--- config.mk ---
export PLATFORM = sky130hd
export DESIGN_NAME = mips_debug_top
export DESIGN_NICKNAME = d
export VERILOG_FILES = /design/src/rtl/mips_debug_top.sv
export SDC_FILE = /design/constraint.sdc
export NUM_CORES = 2
export LEC_CHECK = 0
export CORE_ASPECT_RATIO = 1.5
export CORE_MARGIN = 1
export CORE_UTILIZATION = 42
export DETAILED_ROUTE_END_ITERATION = 8
export PLACE_DENSITY = 0.65
export SYNTH_ARGS = -nofsm -noshare
export SYNTH_HDL_FRONTEND = slang
export SYNTH_SLANG_ARGS = --single-unit
--- constraint.sdc ---
create_clock -name i_clk -period 3.85 [get_ports i_clk]
set_input_delay 0.9625 -clock i_clk [delete_from_list [all_inputs] [get_ports i_clk]]
set_output_delay 0.9625 -clock i_clk [all_outputs]
set_load 0.005 [all_outputs]
--- src/rtl/mips_debug_top.sv ---
`default_nettype none
// mips_debug_top: UART-driven debug shell that loads a program into IMEM,
// sequences the PC in run or single-step mode and reports PC/cycles/instruction.
module mips_debug_top #(
   parameter int NB_DATA    = 32,
   parameter int NB_BYTE    = 8,
   parameter int TICK_DIV   = 651,
   parameter int IMEM_DEPTH = 64
) (
   input  logic         i_clk,
   input  logic         i_reset,
   input  logic         i_Rx,
   input  logic         i_test,
   output logic         o_Tx,
   output logic         o_programa_cargado,
   output logic         o_programa_no_cargado,
   output logic         o_programa_terminado,
   output logic [7:0]   o_leds,
   output logic         o_test
);
   localparam int AW        = $clog2(IMEM_DEPTH);
   localparam int LW        = AW + 1;
   localparam int TW        = $clog2(TICK_DIV + 1);
   localparam int BITW      = $clog2(NB_BYTE);
   localparam int BPW       = NB_DATA / NB_BYTE;
   localparam int BCW       = $clog2(BPW);
   localparam int REP_W     = 3 * NB_DATA;
   localparam int REP_BYTES = REP_W / NB_BYTE;

   typedef enum logic [1:0] {RX_IDLE, RX_START, RX_DATA, RX_STOP} rx_state_e;
   typedef enum logic [1:0] {TX_IDLE, TX_START, TX_DATA, TX_STOP} tx_state_e;
   typedef enum logic [2:0] {
      S_IDLE = 3'd0, S_LOAD = 3'd1, S_RUN = 3'd2, S_STEP = 3'd3, S_REPORT = 3'd4
   } dbg_state_e;

   // ---------------- baud tick and input synchronizers ----------------
   logic [TW-1:0] tick_cnt_q;
   logic          w_tick;
   logic          rx_meta_q, rx_sync_q, test_meta_q, test_q;

   assign w_tick = (tick_cnt_q == TW'(TICK_DIV - 1));

   always_ff @(posedge i_clk or negedge i_reset) begin
      if (!i_reset) begin
         tick_cnt_q  <= '0;
         rx_meta_q   <= 1'b1;
         rx_sync_q   <= 1'b1;
         test_meta_q <= 1'b0;
         test_q      <= 1'b0;
      end else begin
         tick_cnt_q  <= w_tick ? '0 : tick_cnt_q + TW'(1);
         rx_meta_q   <= i_Rx;
         rx_sync_q   <= rx_meta_q;
         test_meta_q <= i_test;
         test_q      <= test_meta_q;
      end
   end

   // ---------------- UART receiver ----------------
   rx_state_e          rx_state_q, rx_state_d;
   logic [3:0]         rx_tcnt_q, rx_tcnt_d;
   logic [BITW-1:0]    rx_bit_q, rx_bit_d;
   logic [NB_BYTE-1:0] rx_shift_q, rx_shift_d;
   logic               rx_valid_q, rx_valid_d;

   always_comb begin
      rx_state_d = rx_state_q;
      rx_tcnt_d  = rx_tcnt_q;
      rx_bit_d   = rx_bit_q;
      rx_shift_d = rx_shift_q;
      rx_valid_d = 1'b0;
      case (rx_state_q)
         RX_IDLE: if (!rx_sync_q) begin
            rx_state_d = RX_START;
            rx_tcnt_d  = '0;
         end
         RX_START: if (w_tick) begin
            // Mid-start sample: a line already back high was only a glitch.
            if (rx_tcnt_q == 4'd7) begin
               rx_state_d = rx_sync_q ? RX_IDLE : RX_DATA;
               rx_tcnt_d  = '0;
               rx_bit_d   = '0;
            end else begin
               rx_tcnt_d = rx_tcnt_q + 4'd1;
            end
         end
         RX_DATA: if (w_tick) begin
            if (rx_tcnt_q == 4'd15) begin
               rx_tcnt_d  = '0;
               rx_shift_d = {rx_sync_q, rx_shift_q[NB_BYTE-1:1]};
               if (rx_bit_q == BITW'(NB_BYTE - 1)) rx_state_d = RX_STOP;
               else rx_bit_d = rx_bit_q + BITW'(1);
            end else begin
               rx_tcnt_d = rx_tcnt_q + 4'd1;
            end
         end
         RX_STOP: if (w_tick) begin
            if (rx_tcnt_q == 4'd15) begin
               rx_state_d = RX_IDLE;
               rx_valid_d = rx_sync_q;
            end else begin
               rx_tcnt_d = rx_tcnt_q + 4'd1;
            end
         end
         default: rx_state_d = RX_IDLE;
      endcase
   end

   always_ff @(posedge i_clk or negedge i_reset) begin
      if (!i_reset) begin
         rx_state_q <= RX_IDLE;
         rx_tcnt_q  <= '0;
         rx_bit_q   <= '0;
         rx_shift_q <= '0;
         rx_valid_q <= 1'b0;
      end else begin
         rx_state_q <= rx_state_d;
         rx_tcnt_q  <= rx_tcnt_d;
         rx_bit_q   <= rx_bit_d;
         rx_shift_q <= rx_shift_d;
         rx_valid_q <= rx_valid_d;
      end
   end

   // ---------------- UART transmitter ----------------
   tx_state_e          tx_state_q, tx_state_d;
   logic [3:0]         tx_tcnt_q, tx_tcnt_d;
   logic [BITW-1:0]    tx_bit_q, tx_bit_d;
   logic [NB_BYTE-1:0] tx_shift_q, tx_shift_d;
   logic               tx_q, tx_d;
   logic               w_tx_start;
   logic [NB_BYTE-1:0] w_tx_byte;
   logic               w_tx_busy;

   assign w_tx_busy = (tx_state_q != TX_IDLE);

   always_comb begin
      tx_state_d = tx_state_q;
      tx_tcnt_d  = tx_tcnt_q;
      tx_bit_d   = tx_bit_q;
      tx_shift_d = tx_shift_q;
      tx_d       = tx_q;
      case (tx_state_q)
         TX_IDLE: begin
            tx_d = 1'b1;
            if (w_tx_start) begin
               tx_state_d = TX_START;
               tx_shift_d = w_tx_byte;
               tx_tcnt_d  = '0;
               tx_d       = 1'b0;
            end
         end
         TX_START: if (w_tick) begin
            if (tx_tcnt_q == 4'd15) begin
               tx_state_d = TX_DATA;
               tx_tcnt_d  = '0;
               tx_bit_d   = '0;
               tx_d       = tx_shift_q[0];
            end else begin
               tx_tcnt_d = tx_tcnt_q + 4'd1;
            end
         end
         TX_DATA: if (w_tick) begin
            if (tx_tcnt_q == 4'd15) begin
               tx_tcnt_d = '0;
               if (tx_bit_q == BITW'(NB_BYTE - 1)) begin
                  tx_state_d = TX_STOP;
                  tx_d       = 1'b1;
               end else begin
                  tx_bit_d   = tx_bit_q + BITW'(1);
                  tx_shift_d = {1'b0, tx_shift_q[NB_BYTE-1:1]};
                  tx_d       = tx_shift_q[1];
               end
            end else begin
               tx_tcnt_d = tx_tcnt_q + 4'd1;
            end
         end
         TX_STOP: if (w_tick) begin
            if (tx_tcnt_q == 4'd15) tx_state_d = TX_IDLE;
            else tx_tcnt_d = tx_tcnt_q + 4'd1;
         end
         default: tx_state_d = TX_IDLE;
      endcase
   end

   always_ff @(posedge i_clk or negedge i_reset) begin
      if (!i_reset) begin
         tx_state_q <= TX_IDLE;
         tx_tcnt_q  <= '0;
         tx_bit_q   <= '0;
         tx_shift_q <= '0;
         tx_q       <= 1'b1;
      end else begin
         tx_state_q <= tx_state_d;
         tx_tcnt_q  <= tx_tcnt_d;
         tx_bit_q   <= tx_bit_d;
         tx_shift_q <= tx_shift_d;
         tx_q       <= tx_d;
      end
   end

   // ---------------- debug unit, IMEM and PC sequencer ----------------
   dbg_state_e          state_q, state_d, ret_q, ret_d;
   logic [NB_DATA-1:0]  pc_q, pc_d, cyc_q, cyc_d, word_q, word_d;
   logic [LW-1:0]       len_q, len_d;
   logic                cargado_q, cargado_d, term_q, term_d;
   logic [BCW-1:0]      bcnt_q, bcnt_d;
   logic [3:0]          idx_q, idx_d;
   logic [NB_DATA-1:0]  imem_q [IMEM_DEPTH];
   logic                w_we;
   logic [AW-1:0]       w_waddr;
   logic [NB_DATA-1:0]  w_word_next, w_pc_next, w_instr;
   logic [NB_DATA-3:0]  w_len_ext;
   logic                w_hit;
   logic [REP_W-1:0]    w_rep;

   assign w_word_next = {word_q[NB_DATA-NB_BYTE-1:0], rx_shift_q};
   assign w_len_ext   = (NB_DATA-2)'(len_q);
   assign w_pc_next   = pc_q + NB_DATA'(4);
   assign w_hit       = (w_pc_next[NB_DATA-1:2] == w_len_ext);
   assign w_instr     = (pc_q[NB_DATA-1:2] < w_len_ext) ? imem_q[pc_q[AW+1:2]] : '0;
   assign w_rep       = {pc_q, cyc_q, w_instr};
   assign w_tx_byte   = w_rep[REP_W - 1 - NB_BYTE * int'(idx_q) -: NB_BYTE];

   always_comb begin
      state_d    = state_q;
      ret_d      = ret_q;
      pc_d       = pc_q;
      cyc_d      = cyc_q;
      word_d     = word_q;
      len_d      = len_q;
      cargado_d  = cargado_q;
      term_d     = term_q;
      bcnt_d     = bcnt_q;
      idx_d      = idx_q;
      w_we       = 1'b0;
      w_waddr    = len_q[AW-1:0];
      w_tx_start = 1'b0;
      case (state_q)
         S_IDLE: if (rx_valid_q) begin
            idx_d = '0;
            case (rx_shift_q)
               8'h4C: begin
                  state_d   = S_LOAD;
                  len_d     = '0;
                  pc_d      = '0;
                  cyc_d     = '0;
                  term_d    = 1'b0;
                  cargado_d = 1'b0;
                  bcnt_d    = '0;
               end
               8'h45: if (cargado_q && !term_q) state_d = S_RUN;
               8'h53: if (cargado_q) state_d = S_STEP;
               8'h4D: begin
                  state_d = S_REPORT;
                  ret_d   = S_IDLE;
               end
               default: ;
            endcase
         end
         S_LOAD: if (rx_valid_q) begin
            word_d = w_word_next;
            bcnt_d = bcnt_q + BCW'(1);
            if (bcnt_q == BCW'(BPW - 1)) begin
               if (w_word_next == {NB_DATA{1'b1}}) begin
                  state_d   = S_IDLE;
                  cargado_d = (len_q != '0);
               end else if (len_q < LW'(IMEM_DEPTH)) begin
                  w_we  = 1'b1;
                  len_d = len_q + LW'(1);
               end
            end
         end
         S_RUN: begin
            pc_d  = w_pc_next;
            cyc_d = cyc_q + NB_DATA'(1);
            if (w_hit) begin
               term_d  = 1'b1;
               state_d = S_REPORT;
               ret_d   = S_IDLE;
               idx_d   = '0;
            end
         end
         S_STEP: if (rx_valid_q) begin
            if (rx_shift_q == 8'h01) begin
               if (!term_q) begin
                  pc_d  = w_pc_next;
                  cyc_d = cyc_q + NB_DATA'(1);
                  if (w_hit) term_d = 1'b1;
               end
               state_d = S_REPORT;
               ret_d   = S_STEP;
               idx_d   = '0;
            end else begin
               state_d = S_IDLE;
            end
         end
         S_REPORT: if (!w_tx_busy) begin
            // The transmitter turns busy on the cycle after a start, so one byte per idle window.
            if (idx_q == 4'(REP_BYTES)) begin
               state_d = ret_q;
            end else begin
               w_tx_start = 1'b1;
               idx_d      = idx_q + 4'd1;
            end
         end
         default: state_d = S_IDLE;
      endcase
   end

   always_ff @(posedge i_clk or negedge i_reset) begin
      if (!i_reset) begin
         state_q   <= S_IDLE;
         ret_q     <= S_IDLE;
         pc_q      <= '0;
         cyc_q     <= '0;
         word_q    <= '0;
         len_q     <= '0;
         cargado_q <= 1'b0;
         term_q    <= 1'b0;
         bcnt_q    <= '0;
         idx_q     <= '0;
      end else begin
         state_q   <= state_d;
         ret_q     <= ret_d;
         pc_q      <= pc_d;
         cyc_q     <= cyc_d;
         word_q    <= word_d;
         len_q     <= len_d;
         cargado_q <= cargado_d;
         term_q    <= term_d;
         bcnt_q    <= bcnt_d;
         idx_q     <= idx_d;
      end
   end

   // Program memory keeps its contents across reset.
   always_ff @(posedge i_clk) begin
      if (w_we) imem_q[w_waddr] <= w_word_next;
   end

   assign o_Tx                  = tx_q;
   assign o_programa_cargado    = cargado_q;
   assign o_programa_no_cargado = ~cargado_q;
   assign o_programa_terminado  = term_q;
   assign o_leds                = {state_q, term_q, cargado_q, (rx_state_q != RX_IDLE), w_tx_busy, 1'b0};
   assign o_test                = test_q;
endmodule
`default_nettype wire

==> impl_results.md <==
* Status: complete, no violations
* Synthesis-stage register bit count at 2,203
* Gr ovfl total at 0
* Fin. Hold Viols at 0
* Routed Antenna Nets at 0
* Starting Density at 42.4%
* Fraction of registers with async set/reset at 7.04%
* Non-Filler Instances at 7,751
* CP peak stage delay at 0.68 ns
* Max_cap viols at 0
* CTS tree: done
* First-pass GRT wire length at 343,000 µm
* Net Switching at 8.47 mW
* Post-Syn Nets at 4,573
* Mapped cell area at 89,300 µm²
* Mapped Cells at 4,541
* Critical-path cell list: buf_12 -> mux4_1 -> mux4_2 -> o21ai_0 -> o22ai_1 -> o32a_1 -> nor2_1 -> o31ai_1
* Post-Synth Simple-Gate Area at 3.42%
* Worst vdd ir at 0.346 mV
* Die area at 214,000 µm²
* Vias in the first global route at 47.6k
* Clk pin slew, worst setup/hold paths at 0.07 ns
* DRC violations left at 0
* Die width at 378 µm
* Design Area, Final at 101,000 µm²
* Crit share post-route at 94.8%
* Relative slew margins at 20.4%
* Peak Freq at 274 MHz
* Pwr/cell area at 443 nW/µm²
* Crit path time final at 3.65 ns
* Detailed Route Iter0 Violations at 5,496
* Root buf cell: clkbuf_16
* Gr usage total at 22.4%
* Post-synthesis compound-gate area fraction at 4.37%
* Unrepaired setup endpoints after global routing: no
* Antenna violations before repair at 7
* Setup tns final at 0 ns
* Critical path arrival at 4.36 ns
* Worst min path class: in -> async
* Number of port buffers at 15
* Critical path class: reg -> reg
* Vias/cell at 6.06
* Cell Area, Placed at 94,900 µm²
* Final GP Congestion at 0.916
* Ports at 17
* Clock skew at 0.0383 ns
* Max-slew violation count at 0
* Synth Area per Inst at 19.7 µm²
* Setup Viol. Count Final at 0
* Clk pwr share at 42.2%
* Worst Max-Slew Pin Slew at 1.19 ns
* Detailed-router iteration count before antenna repair at 7
* Placed Cells at 7,410
* Total power at 44.7 mW
* Worst skew pair latency at 0.84 ns
* Register share of total power at 57.7%
* Post-synth EDFFs at 2,048
* Crit-path slowest cell: dfrtp_4
* Final WL at 241,000 µm
* Buffer depth of the longest clock path at 4
* FILL cells at 17.0k
* Post-synthesis mux area share at 15.5%
* Yosys Warn Count at 0
* Clk sink count at 2,203
* Netlist cell types at 94
* CTS Buf Count at 193
* CP Data Required Time at 4.56 ns
* Layout cells sized above 1 at 22.1%
* Worst setup SP type: flop
* Combinational fraction of design power at 0.1%
* Largest family of logic cells by synthesized area: multiplexers
* WL/cell at 31.1 µm
* Synth Area in XOR/XNOR at 0.490%
* Die Height at 567 µm
* Area grow syn2layout at 13.0%
* Most common cell after layout, fill and taps aside: edfxtp_1
* Final Net Count at 4,829
* H-tree depth at 4
* CORE AREA at 211,000 µm²
* Vias post-DR at 46.9k
* Adder-cell area share of the yosys netlist at 0.392%
* CP Max Fanout at 30
* Leak at 26.0 nW
* Top FF cell, synth: edfxtp_1
* Final hold slack at 0.0842 ns
* Sw Share at 19.0%
* Largest net degree at the start of global routing at 79
* Most frequent cells in the layout: 2,048 x edfxtp_1, 327 x mux4_2, 280 x mux2i_1
* Site row count at 206
* DP HPWL at 144,000 µm
* Int Pwr at 36.2 mW
* Seq/Total Area, Yosys at 73.2%
* Critical path endpoint category: flop
## state kept, by name (all words and copies together), names as in the netlist, 2 cells and up
register and flops:
imem_q 2048, idx_q 4, tx_state_q 2, word_q 24
bcnt_q 2, pc_q 30, rx_tcnt_q 4, rx_shift_q 8
tx_bit_q 3, state_q 3, tick_cnt_q 10, cyc_q 32
len_q 7, rx_bit_q 3, rx_state_q 2, tx_shift_q 8
tx_tcnt_q 4
## path summary, 6_finish.rpt
check | end | slack (ns) | cells after the start | from
worst min register to register | o_test | 0.36 | 0 | test_meta_q
worst min-delay path | rx_bit_q[1] | 0.08 | 1 | i_reset
min in group i_clk | o_test | 0.36 | 0 | test_meta_q
max in group asynchronous | word_q[6] | 2.88 | 2 | i_reset
worst max-delay path | tx_shift_q[5] | 0.20 | 8 | pc_q[2]
worst max register to register | tx_shift_q[5] | 0.20 | 8 | pc_q[2]
## worst max-delay path: cells and delay by family (launching register included)
| kind | cells | cell delay (ns) |
|---|---|---|
| AO/OA/AOI/OAI | 4 | 1.28 |
| multiplexers | 2 | 1.11 |
| flip-flops | 1 | 0.68 |
| buffers and inverters | 1 | 0.30 |
| AND/OR/NAND/NOR | 1 | 0.09 |
## synth_stat cells, types with 6 or more instances
library cell / n / area [µm²]
edfxtp_1: 2048 / 61500
mux4_2: 327 / 7360
mux2i_1: 280 / 2800
nor2_1: 180 / 676
o21ai_0: 179 / 896
dfrtp_1: 152 / 3800
a221oi_1: 132 / 1160
mux4_1: 119 / 3130
nand2_1: 118 / 443
nand3_1: 96 / 480
clkbuf_1: 72 / 270
buf_2: 66 / 330
a22oi_1: 60 / 450
a21oi_1: 52 / 260
nand4_1: 50 / 313
mux2_2: 46 / 518
inv_1: 38 / 143
buf_8: 32 / 480
buf_6: 29 / 327
ha_1: 28 / 350
a31oi_1: 25 / 156
xnor2_1: 25 / 219
xor2_1: 25 / 219
and3_1: 24 / 150
nor3_1: 23 / 115
clkbuf_8: 18 / 248
nor4_1: 18 / 113
o22ai_1: 17 / 106
buf_12: 15 / 300
or3_1: 15 / 93.8
buf_4: 14 / 105
o31ai_1: 14 / 105
a211oi_1: 12 / 90.1
a22o_1: 12 / 105
and2_1: 10 / 62.6
nor2b_1: 9 / 56.3
o221ai_1: 9 / 78.8
o211ai_1: 8 / 60.1
and4_1: 7 / 61.3
buf_1: 7 / 26.3
nand2b_1: 7 / 43.8
or2_2: 7 / 43.8
o2111ai_1: 6 / 52.6
## routing by layer
layer,global-route usage [%],up-vias,routed length (µm)
met5,0,-,13
li1,-,19400,-
met3,2.92,558,16500
met2,38.2,2125,122000
met1,27.3,24800,86900
met4,12.7,2,15700
## per-stage QoR
step                setup WS [ns]  utilization (%)
global route               0.0569             47.9
floorplan                 0.00101                -
CTS                        0.0355             47.9
finish                      0.200             47.9
global placement           0.0592             45.1
detailed placement         0.0548             45.1
## power groups by stage
stage | Combinational (mW) | Sequential, mW | Clock (mW)
final | 0.0426 | 25.8 | 18.9
after global routing | 0.0491 | 25.7 | 19.9
after CTS | 0.0449 | 25.8 | 19.1
after detailed placement | 0.0445 | 26.3 | 0
after global placement | 0.0437 | 26.3 | 0
after floorplan | 0.00136 | 26.3 | 0
## area by class of cell
class / instances / area, µm² / share of cell area [%]
well taps: 2808 / 3510 / 3.48
diodes: 2 / 5.00 / 0.00496
multi-input cells: 2030 / 22100 / 21.9
flip-flops and latches: 2203 / 65400 / 64.8
inverters: 45 / 176 / 0.175
repair buffers: 324 / 3720 / 3.69
clock buffers: 247 / 5190 / 5.14
clock inverters: 92 / 803 / 0.796
## cells by family (layout without fill, tap and decap cells)
logic type                 count (synthesis)  in the layout
and+or+nand+nor                          607            607
AOI/OAI and AO/OA                        571            571
xor gates and xnor gates                  50             50
adders and majority gates                 28             28
buffers and inverters                    308            708
other                                      1              3
DFF                                     2203           2203
muxes                                    773            773
## repair_timing
item | CTS | global route
setup buffers | 0 | 0
endpoints found under the hold margin | 0 | 0
gates resized for setup | 0 | 1
hold buffers | 0 | 0
endpoints found under the setup margin | 0 | 1
Power figures use the tool's default switching activity.
